==> src/rtl/sram_like_arbiter_if.sv <==
// One sram-like bus port: master drives the request side, slave answers with
// addr_ok/data_ok and read data.
interface sram_like_arbiter_if;
  logic        req;
  logic        wr;
  logic [1:0]  size;
  logic [3:0]  wen;
  logic [31:0] addr;
  logic [31:0] wdata;
  logic [31:0] rdata;
  logic        addr_ok;
  logic        data_ok;

  modport master (output req, wr, size, wen, addr, wdata,
                  input  rdata, addr_ok, data_ok);
  modport slave  (input  req, wr, size, wen, addr, wdata,
                  output rdata, addr_ok, data_ok);
endinterface

==> src/rtl/sram_like_arbiter.sv <==
// Inst/data to single sram-like port arbiter: data has fixed priority, inst gets
// one forced grant after STARVE_LIMIT consecutive lost arbitrations.
module sram_like_arbiter #(
  parameter int STARVE_LIMIT = 4,
  parameter int CNT_W        = 4
) (
  input  logic                  clk,
  input  logic                  resetn,
  sram_like_arbiter_if.slave    inst,
  sram_like_arbiter_if.slave    data,
  sram_like_arbiter_if.master   m
);
  typedef enum logic [1:0] {IDLE = 2'd0, REQ = 2'd1, RESP = 2'd2} st_t;

  st_t              st, st_nx;
  logic             own, own_nx;
  logic [CNT_W-1:0] starve, starve_nx;
  logic             own_req;

  always_ff @(posedge clk or negedge resetn) begin
    if (!resetn) begin
      st     <= IDLE;
      own    <= 1'b0;
      starve <= '0;
    end else begin
      st     <= st_nx;
      own    <= own_nx;
      starve <= starve_nx;
    end
  end

  always_comb begin
    st_nx        = st;
    own_nx       = own;
    starve_nx    = starve;
    own_req      = own ? data.req : inst.req;
    m.req        = 1'b0;
    m.wr         = 1'b0;
    m.size       = 2'b00;
    m.wen        = 4'b0000;
    m.addr       = 32'h0;
    m.wdata      = 32'h0;
    inst.addr_ok = 1'b0;
    inst.data_ok = 1'b0;
    inst.rdata   = 32'h0;
    data.addr_ok = 1'b0;
    data.data_ok = 1'b0;
    data.rdata   = 32'h0;
    case (st)
      IDLE: begin
        if (inst.req && data.req) begin
          st_nx = REQ;
          if (starve == CNT_W'(STARVE_LIMIT)) begin
            own_nx    = 1'b0;
            starve_nx = '0;
          end else begin
            own_nx    = 1'b1;
            starve_nx = starve + 1'b1;
          end
        end else if (data.req) begin
          st_nx  = REQ;
          own_nx = 1'b1;
        end else if (inst.req) begin
          st_nx     = REQ;
          own_nx    = 1'b0;
          starve_nx = '0;
        end
      end
      REQ: begin
        // Bus fields follow the owner's live inputs; the loser is held off.
        m.req = own_req;
        if (own) begin
          m.wr         = data.wr;
          m.size       = data.size;
          m.wen        = data.wen;
          m.addr       = data.addr;
          m.wdata      = data.wdata;
          data.addr_ok = m.addr_ok;
        end else begin
          m.wr         = inst.wr;
          m.size       = inst.size;
          m.wen        = inst.wr ? 4'b1111 : 4'b0000;
          m.addr       = inst.addr;
          m.wdata      = inst.wdata;
          inst.addr_ok = m.addr_ok;
        end
        if (!own_req)       st_nx = IDLE;
        else if (m.addr_ok) st_nx = RESP;
      end
      RESP: begin
        if (own) begin
          data.data_ok = m.data_ok;
          data.rdata   = m.data_ok ? m.rdata : 32'h0;
        end else begin
          inst.data_ok = m.data_ok;
          inst.rdata   = m.data_ok ? m.rdata : 32'h0;
        end
        if (m.data_ok) st_nx = IDLE;
      end
      default: st_nx = IDLE;
    endcase
  end
endmodule

==> src/flat_wrapper.sv <==
// flat-port wrapper written by rule: the top's interface ports become plain ports
module sram_like_arbiter_flat 
#(
  parameter int STARVE_LIMIT = 4,
  parameter int CNT_W        = 4
)
  (clk, resetn, inst_req, inst_wr, inst_size, inst_wen, inst_addr, inst_wdata, inst_rdata, inst_addr_ok, inst_data_ok, data_req, data_wr, data_size, data_wen, data_addr, data_wdata, data_rdata, data_addr_ok, data_data_ok, m_req, m_wr, m_size, m_wen, m_addr, m_wdata, m_rdata, m_addr_ok, m_data_ok);
  sram_like_arbiter_if inst_i ();
  sram_like_arbiter_if data_i ();
  sram_like_arbiter_if m_i ();
  input  logic clk;
  input  logic resetn;
  input wire logic [$bits(inst_i.req)-1:0] inst_req;
  input wire logic [$bits(inst_i.wr)-1:0] inst_wr;
  input wire logic [$bits(inst_i.size)-1:0] inst_size;
  input wire logic [$bits(inst_i.wen)-1:0] inst_wen;
  input wire logic [$bits(inst_i.addr)-1:0] inst_addr;
  input wire logic [$bits(inst_i.wdata)-1:0] inst_wdata;
  output wire logic [$bits(inst_i.rdata)-1:0] inst_rdata;
  output wire logic [$bits(inst_i.addr_ok)-1:0] inst_addr_ok;
  output wire logic [$bits(inst_i.data_ok)-1:0] inst_data_ok;
  input wire logic [$bits(data_i.req)-1:0] data_req;
  input wire logic [$bits(data_i.wr)-1:0] data_wr;
  input wire logic [$bits(data_i.size)-1:0] data_size;
  input wire logic [$bits(data_i.wen)-1:0] data_wen;
  input wire logic [$bits(data_i.addr)-1:0] data_addr;
  input wire logic [$bits(data_i.wdata)-1:0] data_wdata;
  output wire logic [$bits(data_i.rdata)-1:0] data_rdata;
  output wire logic [$bits(data_i.addr_ok)-1:0] data_addr_ok;
  output wire logic [$bits(data_i.data_ok)-1:0] data_data_ok;
  output wire logic [$bits(m_i.req)-1:0] m_req;
  output wire logic [$bits(m_i.wr)-1:0] m_wr;
  output wire logic [$bits(m_i.size)-1:0] m_size;
  output wire logic [$bits(m_i.wen)-1:0] m_wen;
  output wire logic [$bits(m_i.addr)-1:0] m_addr;
  output wire logic [$bits(m_i.wdata)-1:0] m_wdata;
  input wire logic [$bits(m_i.rdata)-1:0] m_rdata;
  input wire logic [$bits(m_i.addr_ok)-1:0] m_addr_ok;
  input wire logic [$bits(m_i.data_ok)-1:0] m_data_ok;
  assign inst_i.req = inst_req;
  assign inst_i.wr = inst_wr;
  assign inst_i.size = inst_size;
  assign inst_i.wen = inst_wen;
  assign inst_i.addr = inst_addr;
  assign inst_i.wdata = inst_wdata;
  assign inst_rdata = inst_i.rdata;
  assign inst_addr_ok = inst_i.addr_ok;
  assign inst_data_ok = inst_i.data_ok;
  assign data_i.req = data_req;
  assign data_i.wr = data_wr;
  assign data_i.size = data_size;
  assign data_i.wen = data_wen;
  assign data_i.addr = data_addr;
  assign data_i.wdata = data_wdata;
  assign data_rdata = data_i.rdata;
  assign data_addr_ok = data_i.addr_ok;
  assign data_data_ok = data_i.data_ok;
  assign m_req = m_i.req;
  assign m_wr = m_i.wr;
  assign m_size = m_i.size;
  assign m_wen = m_i.wen;
  assign m_addr = m_i.addr;
  assign m_wdata = m_i.wdata;
  assign m_i.rdata = m_rdata;
  assign m_i.addr_ok = m_addr_ok;
  assign m_i.data_ok = m_data_ok;
  sram_like_arbiter #(.STARVE_LIMIT(STARVE_LIMIT), .CNT_W(CNT_W)) u_core (.clk(clk), .resetn(resetn), .inst(inst_i), .data(data_i), .m(m_i));
endmodule
==> config.mk <==
export PLATFORM = sky130hd
export DESIGN_NAME = sram_like_arbiter_flat
export DESIGN_NICKNAME = d
export VERILOG_FILES = /design/src/rtl/sram_like_arbiter_if.sv /design/src/rtl/sram_like_arbiter.sv /design/src/flat_wrapper.sv
export SDC_FILE = /design/constraint.sdc
export NUM_CORES = 1
export LEC_CHECK = 0
export CELL_PAD_IN_SITES_DETAIL_PLACEMENT = 2
export CELL_PAD_IN_SITES_GLOBAL_PLACEMENT = 2
export CORE_MARGIN = 1.5
export CORE_UTILIZATION = 10
export DETAILED_ROUTE_END_ITERATION = 7
export PLACE_DENSITY = 0.95
export SYNTH_ARGS = -nofsm -noshare
export SYNTH_HDL_FRONTEND = slang
export SYNTH_SLANG_ARGS = --single-unit
==> constraint.sdc <==
create_clock -name clk -period 2.2 [get_ports clk]
set_clock_uncertainty 0.1 [all_clocks]
set_input_delay 0.44 -clock clk [delete_from_list [all_inputs] [get_ports clk]]
set_output_delay 0.44 -clock clk [all_outputs]
set_load 0.005 [all_outputs]
# Word-level counts from Yosys, hierarchy flattened
# Index checks and enable logic that the tools add are counted.
[word_totals]
reg_bits = 7
output_inout_bits = 140
inputBits = 180
[classes]
addsub = 1
n_mux = 41
n_eq_ne = 7
reduce_logical = 7
[ops]
columns = ["operator", "n"]
rows = [
  ["$mux 32", 9],
  ["$mux 4", 7],
  ["$mux 1", 16],
  ["$mux 2", 8],
  ["$pmux 2 s3", 1],
  ["$reduce_and 3->1", 2],
  ["$add 4x1->4 const B", 1],
  ["$eq 4x3->1 const B", 1],
  ["$ne 4x3->1 const B", 1],
  ["$ne 3x3->1 const B", 1],
  ["$reduce_bool 3->1", 1],
  ["$eq 2x1->1 const B", 1],
  ["$eq 2x2->1 const B", 1],
  ["$logic_not 2->1", 1],
  ["$ne 2x1->1 const B", 1],
  ["$ne 2x2->1 const B", 1],
  ["$reduce_and 2->1", 1],
  ["$reduce_bool 2->1", 1],
  ["$logic_and 1x1->1", 1],
]

# Logic depth before layout (Yosys ltp)
[depth]
depth_word = 4
ltp_mapped = 5
depth_no_buf = 5

# Worst setup path after synthesis
# Ideal clock, no wire load.
[synth_timing]
path_kind = "register -> output"
startpoint = "register u_core.own"
endpoint = "output m_addr[10]"
path_buffers = 3
stages_incl_launch_ff = 6
arrival_ps = 1234
t_required_ps = 1660
setup_slack_ps = 426
cell_sequence = "dfrtp_1 clkbuf_1 buf_2 buf_2 mux2i_1 nor2_1"
[synth_via]
elab_chain_cells = 2
[synth_lines]
columns = ["item", "line", "rtl"]
rows = [
  ["from (decl)", "sram_like_arbiter.sv:16", "logic own, own_nx;"],
  ["from (signal assigned)", "sram_like_arbiter.sv:27", "own <= own_nx;"],
  ["$mux 32", "sram_like_arbiter.sv:72", "if (own) begin"],
  ["$mux 32", "sram_like_arbiter.sv:49", "case (st)"],
  ["to (decl)", "flat_wrapper.sv:35", "output wire logic [$bits(m_i.addr)-1:0] m_addr;"],
]
# No other way between the ends.

# Final worst setup path
[layout_timing]
startpoint = "register u_core.own"
endpoint = "output inst_rdata[23]"
[layout_via]
elab_chain_cells = 2
[layout_lines]
columns = ["item", "line", "rtl"]
rows = [
  ["$mux 32", "sram_like_arbiter.sv:91", "if (own) begin"],
  ["$mux 32", "sram_like_arbiter.sv:49", ""],
  ["to (decl)", "flat_wrapper.sv:19", "output wire logic [$bits(inst_i.rdata)-1:0] inst_rdata;"],
]
# No other way between the ends.

==> out/metrics.cfg <==
[setup_path]
r2r_start=u_core.st[0]$_DFFE_PN0P_
startpoint_type=flop
crit_type=reg2out
crit_arrival_ns=1.73
r2r_slack_ns=0.24
crit_required_ns=1.66
crit_fanout=7
worstReg2RegEnd=u_core.starve[2]$_DFFE_PN0P_
cp-end-kind=primary output
path_cells=and4bb_4, buf_8, buf_8, buf_6, and2_4, buf_6
rr_worst_depth=5
max_stage_delay_ns=0.49
crit_slowest_cell=dfrtp_4

[logic_synthesis]
yosys_warnings=0
synthesis.area_um2=1890
syn_inst=279
syn-num-nets=461
synth_seq_area_share=0.0926
ys_types=27
synth.ff_latch_count=7
synth.avg_cell_area_um2=6.78

[finish]
final_cell_mix=clkdlybuf4s50_1 (174), nor2_1 (69), mux2i_1 (56), and2_1 (50), dlygate4sd2_1 (36)
final_layout_size_suffix_gt1_frac=0.233
syn2layout_area_growth_pct=210
utilization=0.314
n_antenna_cell=0
fin_cells=853
fill_cells=2110
fin_nets=802
layout_commonest_cell=clkdlybuf4s50_1

[timing]
slew_violations=0
setup_tns_ns=-0.203
hold_viol_final=0
fmax_mhz=441
slew_headroom=0.732
hold_ws_ns=0.400
final.period_utilization=1.03
layout_min_cycle_time_ns=2.27
rsz0062_at_grt=yes
worst_slew_pin_slew_ns=0.401
setup_viol=9
finalWorstSetupSlack_ns=-0.0665

[clock_network]
hold_buffers=0
cts_max_level=1
clk_path_buf_depth=2
cts_tree=built
clock_sinks=7
root_buffer=clkbuf_16
clkLatencyLatePin_ns=0.23
clk_pin_slew_ns=0.04
numCtsBuffers=3

[detailed_routing]
wl_mm=15.0
wl_met3_mm=1.41
antenna_left=0
top_layer=met4
met1_length_mm=4.88
wire_per_inst_um=17.5
num_vias=3413
vias_per_cell=4.00
wl_met2_mm=8.52
drc_errors=0
detail_route.iter0.violations=17
firstDrtPassIters=4

[floorplanning]
die_h_um=141
start_util=0.101
die_area_um2=19800
die_w_um=141
ioPinCount=320
core_um2=18600
rows=50

[placement]
hpwl_mm=11.6
io_buffers=315
place_ws_ns=-0.392
place_congestion=0.682
dp.cells=828

[pwr]
peakVddDrop_v=0.000306
p_per_area_nw_per_um2=730
cellLeakagePower_uw=0.00303

[global_route]
grt_pass1_vias=3744
antenna_found_initial=0
grt_first_pass_wirelength_mm=20.5
grtUsageTotal=0.133
grt_max_degree=50
overflow=0

[min_path]
hp-class=in2async

[status]
violations=negative setup slack
status=complete, but fails checks

[flow_run]
maxCapViolCount=0

==> power breakdown <==
group	internal, uW	leakage [uW]	switching, uW	total [uW]
clock	241	0.0000382	65.8	307
sequential	184	0.0000882	64.8	249
combinational	2080	0.00291	1640	3720
==> kinds of logic (layout without fill, tap and decap cells) <==
kind of cell	Yosys count	in the layout	share of synthesized area
mux	67	67	0.354
flops	7	7	0.0926
fa+ha+maj	2	2	0.0132
compound gates	14	14	0.0509
buf+inv	28	368	0.0608
simple gates	161	161	0.428
==> synth_stat cells <==
master | number | share of area
and2b_1 | 1 | 0.0040
or2_2 | 2 | 0.0066
ha_1 | 2 | 0.013
a21oi_1 | 6 | 0.016
nand4_1 | 1 | 0.0033
o311ai_2 | 1 | 0.0086
a2bb2oi_1 | 1 | 0.0046
or4b_1 | 1 | 0.0053
and3_1 | 1 | 0.0033
clkbuf_1 | 16 | 0.032
mux2i_1 | 67 | 0.35
o41ai_1 | 1 | 0.0046
buf_2 | 8 | 0.021
nor2_1 | 71 | 0.14
a31oi_1 | 1 | 0.0033
o21ai_0 | 2 | 0.0053
o311ai_1 | 1 | 0.0046
nand3_1 | 1 | 0.0026
inv_1 | 4 | 0.0079
o21bai_1 | 1 | 0.0040
or3b_1 | 1 | 0.0046
and4_1 | 1 | 0.0046
and2_1 | 64 | 0.21
nand2_1 | 14 | 0.028
nand2b_1 | 2 | 0.0066
dfrtp_1 | 7 | 0.093
and4bb_2 | 1 | 0.0066
==> registers in the layout, summed over array words and instances (netlist names) <==
register       count
u_core.own         1
u_core.st          2
u_core.starve      4
==> layout make-up <==
class	count	area, um2	area share
well taps	234	293	0.0500
repair buffers	360	3540	0.604
clock buffers	4	78.8	0.0135
flip-flops and latches	7	180	0.0307
inverters	4	15.0	0.00256
multi-input cells	244	1750	0.299
==> per-layer routing <==
layer  global-route usage  vias to the layer above
met3               0.0424                       10
met1                0.113                     1587
met5                    0                        -
met4               0.0230                        0
met2                0.294                      218
li1                     -                     1598
==> worst max-delay path by stage <==
| stage | start | endpoint | slack (ns) | depth (start not counted) |
|---|---|---|---|---|
| 2_1_floorplan | u_core.own$_DFFE_PN0P_ | m_addr[10] | 0.43 | 5 |
| 6_report | u_core.own$_DFFE_PN0P_ | inst_rdata[23] | -0.07 | 6 |
| 4_1_cts | u_core.st[0]$_DFFE_PN0P_ | data_rdata[16] | -0.14 | 5 |
| 3_3_place_gp | m_data_ok | inst_rdata[10] | -0.35 | 5 |
| 5_1_grt | u_core.own$_DFFE_PN0P_ | inst_rdata[23] | -0.11 | 6 |
| 3_5_place_dp | m_data_ok | inst_rdata[30] | -0.39 | 5 |
==> metrics by stage <==
stage,total power (uW),area (um2)
final,4280,5860
after global routing,4590,5860
after global placement,3850,5510
after CTS,4120,5730
after floorplan,1670,1890
after detailed placement,3960,5510
==> worst max-delay path: cells and delay by family (launching register included) <==
kind	cells	cell delay, ns
buffers and inverters	4	0.44
flip-flops	1	0.49
AND/OR/NAND/NOR	2	0.55
==> repair_timing <==
item	4_1_cts	5_1_grt
pin swaps	11	6
buffers inserted	16	5
gates cloned	2	4
resized for setup	254	142
endpoints found under the setup margin	140	63
Note: power is estimated with default switching activity, not from simulation.
